[config.mk]
export PLATFORM = sky130hd
export DESIGN_NAME = reset_sequencer
export DESIGN_NICKNAME = d
export VERILOG_FILES = /design/src/rtl/rst_seq_pkg.sv /design/src/rtl/rst_seq_timer.sv /design/src/rtl/reset_sequencer.sv
export SDC_FILE = /design/constraint.sdc
export NUM_CORES = 1
export LEC_CHECK = 0
export CAP_MARGIN = 0
export CORE_MARGIN = 2
export CORE_UTILIZATION = 40
export DETAILED_ROUTE_END_ITERATION = 10
export HOLD_SLACK_MARGIN = 0.12
export PLACE_DENSITY = 0.56
export SLEW_MARGIN = 20
export SYNTH_ARGS = -nofsm -noshare
export SYNTH_HDL_FRONTEND = slang
export SYNTH_HIERARCHICAL = 1
export SYNTH_SLANG_ARGS = --single-unit
[constraint.sdc]
create_clock -name clk -period 4.1 [get_ports clk]
set_clock_uncertainty 0.05 [all_clocks]
set_input_delay 0.82 -clock clk [delete_from_list [all_inputs] [get_ports clk]]
set_output_delay 0.82 -clock clk [all_outputs]
set_load 0.005 [all_outputs]
[src/rtl/rst_seq_pkg.sv]
// Shared types and default constants for the reset sequencer.
package rst_seq_pkg;

    typedef enum logic [2:0] {
        HOLD,
        RELEASE,
        WAIT_RDY,
        GAP,
        DONE,
        FAULT
    } seq_state_e;

    localparam int STAGE_CYC_DEF = 16;
    localparam int ACK_TO_DEF    = 1024;
    localparam int WDOG_CNT      = 8;

    function automatic int max_int(input int a, input int b);
        return (a > b) ? a : b;
    endfunction

endpackage

[src/rtl/rst_seq_timer.sv]
// Loadable down-counter shared by the HOLD, GAP and WAIT_RDY phases.
module rst_seq_timer #(
    parameter int W = 8
) (
    input  logic         clk,
    input  logic         rst,
    input  logic         load_i,
    input  logic [W-1:0] load_val_i,
    input  logic         dec_i,
    output logic [W-1:0] cnt_o
);

    logic [W-1:0] cnt_q;

    // NOTE: sequential state is updated with <= only, so every flop samples pre-edge values.
    always_ff @(posedge clk or posedge rst) begin
        if (rst) begin
            cnt_q <= '0;
        end else if (load_i) begin
            cnt_q <= load_val_i;
        end else if (dec_i) begin
            cnt_q <= cnt_q - 1'b1;
        end
    end

    assign cnt_o = cnt_q;

endmodule

[src/rtl/reset_sequencer.sv]
// Releases NUM_DOM reset domains one at a time, waiting for each to report ready.
// Optional DONE-state ready watchdog is built when RST_SEQ_WDOG_EN is defined.
module reset_sequencer
    import rst_seq_pkg::*;
#(
    parameter int NUM_DOM   = 4,
    parameter int STAGE_CYC = STAGE_CYC_DEF,
    parameter int ACK_TO    = ACK_TO_DEF
) (
    input  logic                       clk,
    input  logic                       rst,
    input  logic                       sw_rst_req,
    input  logic [NUM_DOM-1:0]         dom_rdy,
    output logic [NUM_DOM-1:0]         dom_rst_n,
    output logic                       seq_done,
    output logic                       fault,
    output logic [$clog2(NUM_DOM)-1:0] fault_dom
);

    localparam int IDX_W = $clog2(NUM_DOM);
    localparam int CNT_W = $clog2(max_int(STAGE_CYC, ACK_TO)) + 1;

    // The timer starts each phase at zero and counts down through the wrap, so
    // "n-1 cycles elapsed" is the fixed pattern 0-(n-1).
    localparam logic [CNT_W-1:0] GAP_END  = CNT_W'(0 - (STAGE_CYC - 1));
    localparam logic [CNT_W-1:0] ACK_END  = CNT_W'(0 - (ACK_TO - 1));
    localparam logic [IDX_W-1:0] LAST_IDX = IDX_W'(NUM_DOM - 1);

    seq_state_e         state_q;
    logic [IDX_W-1:0]   idx_q;
    logic [NUM_DOM-1:0] dom_rst_n_q;
    logic               seq_done_q;
    logic               fault_q;
    logic [IDX_W-1:0]   fault_dom_q;

    logic [CNT_W-1:0]   tmr_cnt;
    logic               tmr_load;
    logic               tmr_dec;
    logic               gap_end;
    logic               ack_end;
    logic               rdy_cur;
    logic               wd_trip;
    logic [IDX_W-1:0]   wd_idx;

    assign gap_end = (tmr_cnt == GAP_END);
    assign ack_end = (tmr_cnt == ACK_END);
    assign rdy_cur = dom_rdy[idx_q];

    rst_seq_timer #(.W(CNT_W)) u_timer (
        .clk        (clk),
        .rst        (rst),
        .load_i     (tmr_load),
        .load_val_i ('0),
        .dec_i      (tmr_dec),
        .cnt_o      (tmr_cnt)
    );

    // NOTE: both outputs get a default first, so no path through this block infers a latch.
    always_comb begin
        tmr_load = 1'b0;
        tmr_dec  = 1'b0;
        if (sw_rst_req) begin
            tmr_load = 1'b1;
        end else begin
            case (state_q)
                HOLD, GAP: begin
                    if (gap_end) tmr_load = 1'b1;
                    else         tmr_dec  = 1'b1;
                end
                WAIT_RDY: begin
                    if (rdy_cur || ack_end) tmr_load = 1'b1;
                    else                    tmr_dec  = 1'b1;
                end
                default: tmr_load = 1'b1;
            endcase
        end
    end

`ifdef RST_SEQ_WDOG_EN
    localparam int WD_W = $clog2(WDOG_CNT);
    localparam logic [WD_W-1:0] WD_LAST = WD_W'(WDOG_CNT - 1);

    logic [WD_W-1:0] wd_cnt_q [NUM_DOM];

    // NOTE: these few per-domain counters are plain flops, so they are reset like any other state.
    always_ff @(posedge clk or posedge rst) begin
        if (rst) begin
            for (int i = 0; i < NUM_DOM; i++) wd_cnt_q[i] <= '0;
        end else begin
            for (int i = 0; i < NUM_DOM; i++) begin
                if (state_q != DONE || sw_rst_req || dom_rdy[i]) wd_cnt_q[i] <= '0;
                else if (wd_cnt_q[i] != WD_LAST)                  wd_cnt_q[i] <= wd_cnt_q[i] + 1'b1;
            end
        end
    end

    // Scan downward so the lowest tripping domain is reported.
    always_comb begin
        wd_trip = 1'b0;
        wd_idx  = '0;
        for (int i = NUM_DOM - 1; i >= 0; i--) begin
            if (!dom_rdy[i] && wd_cnt_q[i] == WD_LAST) begin
                wd_trip = 1'b1;
                wd_idx  = IDX_W'(i);
            end
        end
    end
`else
    assign wd_trip = 1'b0;
    assign wd_idx  = '0;
`endif

    always_ff @(posedge clk or posedge rst) begin
        if (rst) begin
            state_q     <= HOLD;
            idx_q       <= '0;
            dom_rst_n_q <= '0;
            seq_done_q  <= 1'b0;
            fault_q     <= 1'b0;
            fault_dom_q <= '0;
        end else if (sw_rst_req) begin
            state_q     <= HOLD;
            idx_q       <= '0;
            dom_rst_n_q <= '0;
            seq_done_q  <= 1'b0;
            fault_q     <= 1'b0;
            fault_dom_q <= '0;
        end else begin
            case (state_q)
                HOLD: begin
                    dom_rst_n_q <= '0;
                    if (gap_end) state_q <= RELEASE;
                end
                RELEASE: begin
                    dom_rst_n_q[idx_q] <= 1'b1;
                    state_q            <= WAIT_RDY;
                end
                WAIT_RDY: begin
                    if (rdy_cur) begin
                        if (idx_q == LAST_IDX) begin
                            state_q    <= DONE;
                            seq_done_q <= 1'b1;
                        end else begin
                            idx_q   <= idx_q + 1'b1;
                            state_q <= GAP;
                        end
                    end else if (ack_end) begin
                        state_q     <= FAULT;
                        dom_rst_n_q <= '0;
                        fault_q     <= 1'b1;
                        fault_dom_q <= idx_q;
                    end
                end
                GAP: begin
                    if (gap_end) state_q <= RELEASE;
                end
                DONE: begin
                    if (wd_trip) begin
                        state_q     <= FAULT;
                        dom_rst_n_q <= '0;
                        seq_done_q  <= 1'b0;
                        fault_q     <= 1'b1;
                        fault_dom_q <= wd_idx;
                    end
                end
                default: ;
            endcase
        end
    end

    assign dom_rst_n = dom_rst_n_q;
    assign seq_done  = seq_done_q;
    assign fault     = fault_q;
    assign fault_dom = fault_dom_q;

endmodule

==> Yosys cells after proc, flatten, opt, wreduce, memory -nomap -nowiden <==
Index checks and enable logic that the tools add are counted.
{ "word_totals": {"output_inout_bits": 8, "inputBits": 7, "elab_cells": 80, "regBits": 24} }
{ "op_classes": {"addsub": 2, "magnitude_cmp": 2, "reduce_logical": 16, "eq_ne": 12, "n_bitwise": 1, "muxes": 40} }
{ "op_table": {"columns": ["cell", "count"], "rows": [
  ["$eq 11x11->1 const B", 2],
  ["$mux 11", 2],
  ["$mux 1", 16],
  ["$mux 2", 8],
  ["$mux 3", 5],
  ["$reduce_and 3->1", 5],
  ["$mux 4", 3],
  ["$pmux 4 s3", 1],
  ["$sub 11x1->11 const B", 1],
  ["$reduce_bool 2->1", 5],
  ["$pmux 3 s3", 1],
  ["$reduce_bool 4->1", 2],
  ["$eq 3x2->1 const B", 2],
  ["$ne 3x3->1 const B", 2],
  ["$ne 2x2->1 const B", 2],
  ["$ne 4x4->1 const B", 1],
  ["$or 4x4->4", 1],
  ["$pmux 1 s2", 2],
  ["$eq 3x1->1 const B", 1],
  ["$logic_not 3->1", 1],
  ["$lt 2x3->1 const B", 1],
  ["$ne 3x1->1 const B", 1],
  ["$add 2x1->2 const B", 1],
  ["$bmux 1 s2", 1],
  ["other kinds (6)", 6]
]} }

==> Logic depth before layout (Yosys ltp) <==
Gate-level depths: netlist (run 1).
{ "logic_depth": {"word_depth": 8, "depth_mapped": 10, "mapped_depth_nobuf": 7} }

==> Cells and area by module <==
Netlist (run 1), hierarchy kept.
{ "modules_own_cells": {"columns": ["module", "cells_per_inst", "seq_area_each_um2", "area_per_inst_um2", "n_inst"], "rows": [
  ["reset_sequencer", 82, 325.3, 799.5, 1],
  ["rst_seq_timer", 69, 275.3, 615.6, 1]
]} }

==> Worst setup path before layout (run 1) <==
No wires, ideal clock.
{ "synth_timing": {"kind": "input -> register", "startpoint": "in dom_rdy[3]", "endpoint": "reg u_timer.cnt_q[7], in the netlist u_timer/cnt_o[7]", "setup_slack_ns": 0.820, "setup_time_ns": 0.082, "n_path_buf": 1, "required_time_ns": 3.968, "arrival_time_ns": 3.148, "stages": 8, "cell_sequence": "mux4_2 nor2_1 nand2_1 a21oi_1 or4b_1 buf_2 or4_1 a31oi_1"} }
{ "synth_between": {"elab_chain_len": 7, "elab_cells_between_ends": 11, "cone_classes": "9 x mux; 2 x reduce/logical"} }
{ "synth_lines": {"columns": ["item", "line_no", "rtl"], "rows": [
  ["start, declared", "reset_sequencer.sv:13", "input logic [NUM_DOM-1:0] dom_rdy,"],
  ["$bmux 1 s2", "reset_sequencer.sv:47", "assign rdy_cur = dom_rdy[idx_q];"],
  ["$mux 1 (implied by the code)", "reset_sequencer.sv:47", null],
  ["$logic_or 1x1->1", "reset_sequencer.sv:71", "if (rdy_cur || ack_end) tmr_load = 1'b1;"],
  ["$mux 1", "reset_sequencer.sv:71", null],
  ["$pmux 1 s2", "reset_sequencer.sv:65", "case (state_q)"],
  ["$mux 1", "reset_sequencer.sv:62", "if (sw_rst_req) begin"],
  ["via tmr_dec", "reset_sequencer.sv:38", "logic tmr_dec;"],
  ["$reduce_bool 2->1 (no line)", null, null],
  ["end signal, assigned", "rst_seq_timer.sv:20", "cnt_q <= load_val_i;"],
  ["end signal, assigned", "rst_seq_timer.sv:22", "cnt_q <= cnt_q - 1'b1;"],
  ["end, declared", "rst_seq_timer.sv:13", "logic [W-1:0] cnt_q;"]
]} }
The timed path passes the listed nets, and every way through them passes these cells. The select of a mux whose other input is x is not followed.
A chain may end at the register's enable or synchronous reset.

==> Worst setup path in the final report (run 1) <==
Same ends and word-level chain as after synthesis.

==> reports/qor.csv, run 1 <==
metric,value,unit
DRT iter0 DRCs,36,
cell accounting for the most synthesized area,dfrtp_1,
Design Power,0.000793,W
Final HPWL DP,2160,um
"Worst Path Class, Setup",in2reg,
clock latency on the worst-skew pair,320,ps
GR Util All Layers,0.160,
max-slew violations,0,
CP Launch Type,input pin,
Most used DFF post-synth,dfrtp_1,
"Avg Cell Area, Syn",9.37,um^2
nets,188,
Hold Path Class,reg2reg,
"Period Utilization, post-route",0.837,
switching power,0.000319,W
initial antenna violation count,0,
postcts setup bufs,0,
worst-path fanout max,7,
RSZ-0062 raised after global routing,no,
fin crit period,3430,ps
share of layout cells above drive strength 1,0.0914,
"EDFF count, synth",0,
slew margin rel.,0.658,
Async SR Flop Fraction,1.00,
GP Congestion,0.820,
CTS tree,yes,
internal power,0.000474,W
Clock transition at path regs,140,ps
adder-cell share of the synthesized area,0.0442,
die height,63.5,um
Post-Route Utilization,0.497,
share of the synthesized area in the top cell type,0.424,
post-CTS sizing,0,
"Hold Violations, Final",0,
global-route wire length before repair,5120,um
Worst-Margin Slew,512,ps
WHS,471,ps
Antenna Nets Post-Route,0,
Yosys cell types,43,
die area,4030,um^2
via/cell ratio,5.22,
Initial Utilization,0.421,
pin count of the biggest net entering global routing,17,
DRT Pass-1 Iters,4,
CTS max path bufs,2,
Core Rows,21,
die width,63.5,um
Antenna Cells,0,
drt total wl,2940,um
H-Tree Depth,1,
synthesis warning total,6,
P_leak,0.693,nW
# DRC,0,
status,completed,
main combinational cell family by area after synthesis,simple AND/OR/NAND/NOR gates,
num ports,15,
wire per inst,13.3,um
Worst EP arrival,3640,ps
Power Density,475,nW/um^2
Area Overhead vs Synth,18.0,%
multiplexer share of the synthesized area,0.0230,
crit path cell chain,clkdlybuf4s50_1 > mux4_2 > nor2_1 > nand2_1 > a21oi_1 > or4b_1 > or4_1 > a31oi_1,
Crit path max-delay family,simple AND/OR/NAND/NOR gates,
Slowest Stage Delay on Critical Path,610,ps
CTS root buf,clkbuf_4,
Via Count,1154,
largest cells by area after synthesis,"dfrtp_1 (42%), ha_1 (4.4%), nor2_1 (3.7%), a21oi_1 (3.5%), a31oi_1 (3.5%)",
max_cap viols,0,
maximum VDD drop,241,uV
cells after synthesis,151,
Required @ worst endpoint,4300,ps
Worst Setup End Kind,flop,
vias in the first global route,1095,
Seq cells post-synth,24,
slowest stage cell on the critical path,or4b_1,
Post-CTS Hold Buffers,0,
register share of total power,0.475,
simple-gate portion of the synthesized area,0.244,
switch share,0.403,
XOR/XNOR Fraction of Synth Area,0.0248,
clock group share of total power,0.165,
"Cell Area, Synth",1420,um^2
Final setup viols,0,
total grt overflow,0,
Gate power share,0.360,
sequential share of the synthesized area,0.424,
Max Freq,291,MHz
worst path bufs/invs,1,
final setup TNS,0,ps
port bufs,14,
post-synthesis compound-gate area fraction,0.191,
total core area,3360,um^2
TritonCTS sink count,24,
CTS buffer count,3,
-- through the flow --
step | area (um^2) | worst slack, ps | cells
2_1_floorplan | 1450 | 820 | 161
3_3_place_gp | 1630 | 479 | 217
3_5_place_dp | 1630 | 379 | 217
4_1_cts | 1670 | 718 | 221
5_1_grt | 1670 | 548 | 221
6_report | 1670 | 667 | 221
-- placed cells by master, fill, tap and decap left out, types with 3 or more instances in the layout --
cell type,instances
o31ai_1,3
a211oi_1,5
clkbuf_4,3
nor3_1,3
nand2_1,11
nand3_1,4
or4_1,6
a21oi_1,10
dfrtp_1,24
o21ai_1,3
o21ai_0,6
ha_1,5
clkdlybuf4s50_1,14
nor2_1,14
a31oi_1,8
conb_1,11
inv_1,9
-- power groups by stage --
stage / registers [W] / clock network (W) / logic [W]
2_1_floorplan: 0.000353 / 0 / 0.000244
3_3_place_gp: 0.000380 / 0 / 0.000279
3_5_place_dp: 0.000382 / 0 / 0.000283
4_1_cts: 0.000377 / 0.000135 / 0.000286
5_1_grt: 0.000392 / 0.000143 / 0.000324
6_report: 0.000377 / 0.000131 / 0.000285
-- cell usage after synthesis (3+ instances only) --
library cell,number
dfrtp_1,24
nor2_1,14
nand2_1,11
a21oi_1,10
inv_1,9
a31oi_1,8
o21ai_0,6
or4_1,6
a211oi_1,5
ha_1,5
clkbuf_1,4
nand3_1,4
nor3_1,3
o21ai_1,3
o31ai_1,3
-- worst min-delay path, cell delays in order, from the launching register on --
cell and delay (ps):
dfrtp_1 380, a31oi_1 50, nor2_1 70
-- worst paths after layout --
check                      cells past startpoint  slack (ps)                to        from
setup / recovery                               8         670  u_timer/cnt_o[7]  dom_rdy[3]
hold / removal                                 2         470          seq_done    seq_done
setup reg to reg                               7        1040  u_timer/cnt_o[7]    idx_q[0]
hold reg to reg                                2         470          seq_done    seq_done
max in group asynchronous                      2        2880        state_q[2]         rst
min in group asynchronous                      2         760  u_timer/cnt_o[9]         rst
-- kinds of logic (layout without fill, tap and decap cells) --
kind of cell               count (synthesis)  after routing
buffers and inverters                     15             29
other                                      1             11
DFF                                       24             24
adders and majority gates                  5              5
and+or+nand+nor                           58             58
xor gates and xnor gates                   4              4
AOI/OAI and AO/OA                         42             42
muxes                                      2              2
-- sequential cells by signal (all words and copies together) (netlist names) --
name	cells
dom_rst_n	4
fault	1
fault_dom	2
idx_q	2
seq_done	1
state_q	3
u_timer/cnt_o	11
-- final cells by class --
cell class,count,area (um^2)
Clock buffer,4,36.3
Fill cell,348,1690
Inverter,9,33.8
Multi-Input combinational cell,122,787
Sequential cell,24,601
Tap cell,46,57.6
Timing Repair Buffer,16,155
-- layer usage --
layer	vias up	GRT usage	routed length, um
met1	544	0.239	1570
met2	13	0.226	1270
met4	0	0.0652	19
met3	2	0.0268	81
li1	595	-	-
met5	-	0	0
No activity file was read; power rests on OpenSTA's default activity.
==> run 2: changes to the inputs <==
--- a/config.mk
+++ b/config.mk
@@ -10,7 +10,7 @@
 export CORE_UTILIZATION = 40
 export DETAILED_ROUTE_END_ITERATION = 10
 export HOLD_SLACK_MARGIN = 0.12
-export PLACE_DENSITY = 0.56
+export PLACE_DENSITY = 0.58
 export SLEW_MARGIN = 20
 export SYNTH_ARGS = -nofsm -noshare
 export SYNTH_HDL_FRONTEND = slang
==> constraint.sdc (replaced) <==
create_clock -name clk -period 3.13 [get_ports clk]
set_clock_uncertainty 0.05 [all_clocks]
set_input_delay 0.626 -clock clk [delete_from_list [all_inputs] [get_ports clk]]
set_output_delay 0.626 -clock clk [all_outputs]
set_load 0.005 [all_outputs]
==> reports/qor.csv, run 2 (synthesized netlist as in run 1, its figures left out) <==
metric,value,unit
H-Tree Depth,1,
global-route wire length before repair,5440,um
CTS tree,yes,
DRT iter0 DRCs,73,
"Period Utilization, post-route",0.962,
status,completed,
Area Overhead vs Synth,19.7,%
die area,4030,um^2
Design Power,0.00104,W
worst-path fanout max,4,
maximum VDD drop,286,uV
max_cap viols,0,
Worst-Margin Slew,510,ps
placed cell area,1670,um^2
pin count of the biggest net entering global routing,16,
max reg flops,11,
slew margin rel.,0.660,
RSZ-0062 raised after global routing,no,
port bufs,14,
via/cell ratio,5.35,
Final setup viols,0,
vias in the first global route,1183,
CTS root buf,clkbuf_4,
Worst Setup End Kind,flop,
Hold Path Class,reg2reg,
"Worst Path Class, Setup",in2reg,
DRT Pass-1 Iters,4,
register share of total power,0.475,
"Hold Violations, Final",0,
die height,63.5,um
drt total wl,3060,um
max-slew violations,0,
postcts setup bufs,0,
Gate power share,0.398,
Via Count,1203,
CTS max path bufs,2,
Clock transition at path regs,120,ps
Post-CTS Hold Buffers,0,
total core area,3360,um^2
GP Congestion,0.778,
Antenna Cells,0,
internal power,0.000614,W
CP Launch Type,input pin,
Core Rows,21,
switch share,0.412,
# DRC,0,
TritonCTS sink count,24,
post-place setup slack,-190,ps
Initial Utilization,0.421,
num ports,15,
clock group share of total power,0.128,
fin crit period,3010,ps
clock latency on the worst-skew pair,300,ps
Final WS setup,119,ps
CTS buffer count,3,
final setup TNS,0,ps
Final HPWL DP,2360,um
Worst EP arrival,3200,ps
Antenna Nets Post-Route,0,
post-CTS sizing,0,
Max Freq,332,MHz
wire per inst,13.6,um
Power Density,616,nW/um^2
"leading cell types in the layout, fill and taps excluded","dfrtp_1 (24), nor2_1 (14), clkdlybuf4s50_1 (14)",
total grt overflow,0,
nets,193,
switching power,0.000430,W
"commonest non-fill, non-tap cell in the layout",dfrtp_1,
P_leak,0.709,nW
Required @ worst endpoint,3320,ps
GR Util All Layers,0.168,
post-route cell area,1690,um^2
share of layout cells above drive strength 1,0.112,
die width,63.5,um
initial antenna violation count,0,
==> run 2: cell count changes in the layout (fill, tap and decap cells not counted) <==
cell      before  now
clkbuf_8       1    0
buf_4          2    7
==> run 2: final timing paths <==
check | startpoint | end | slack (ps) | cells after the start
max | dom_rdy[3] | u_timer/cnt_o[7] | 120 | 8
min | seq_done | seq_done | 460 | 2
max reg2reg | u_timer/cnt_o[7] | u_timer/cnt_o[7] | 250 | 7
min reg2reg | seq_done | seq_done | 460 | 2
max in group asynchronous | rst | state_q[2] | 2080 | 2
min in group asynchronous | rst | u_timer/cnt_o[2] | 580 | 2
==> run 2: power groups by stage <==
stage	Clock [W]	Combinational [W]	Sequential (W)
2_1_floorplan	0	0.000320	0.000463
5_1_grt	0.000158	0.000464	0.000508
3_3_place_gp	0	0.000400	0.000493
3_5_place_dp	0	0.000412	0.000497
4_1_cts	0.000139	0.000414	0.000493
6_report	0.000133	0.000415	0.000495
==> run 2: layout make-up <==
type                       count  area, um^2
clock buffer                   3        22.5
multi-input combinational    122         787
inverter                       9        33.8
fill                         341        1670
tap                           46        57.6
sequential                    24         601
timing repair buffer          21         193
==> run 2: worst max-delay path, stage by stage <==
cell	delay [ps]
clkdlybuf4s50_1	410
mux4_2	490
nor2_1	140
nand2_1	90
a21oi_1	250
or4b_1	540
or4_1	490
a31oi_1	170
==> run 2: per-layer routing <==
layer / global-route usage / wire, um / vias to the layer above / share of wire
met5: 0 / 0 / - / 0
met4: 0.0571 / 42 / 0 / 0.014
met3: 0.0286 / 55 / 4 / 0.018
met2: 0.271 / 1410 / 11 / 0.46
met1: 0.228 / 1550 / 583 / 0.51
li1: - / - / 605 / -
==> run 2: stage by stage <==
stage               hold WS (ps)  instances   util
floorplan                    428        161      -
CTS                          474        225  0.504
detailed placement           445        222  0.497
finish                       462        225  0.504
global placement             429        222  0.497
global route                 502        225  0.504
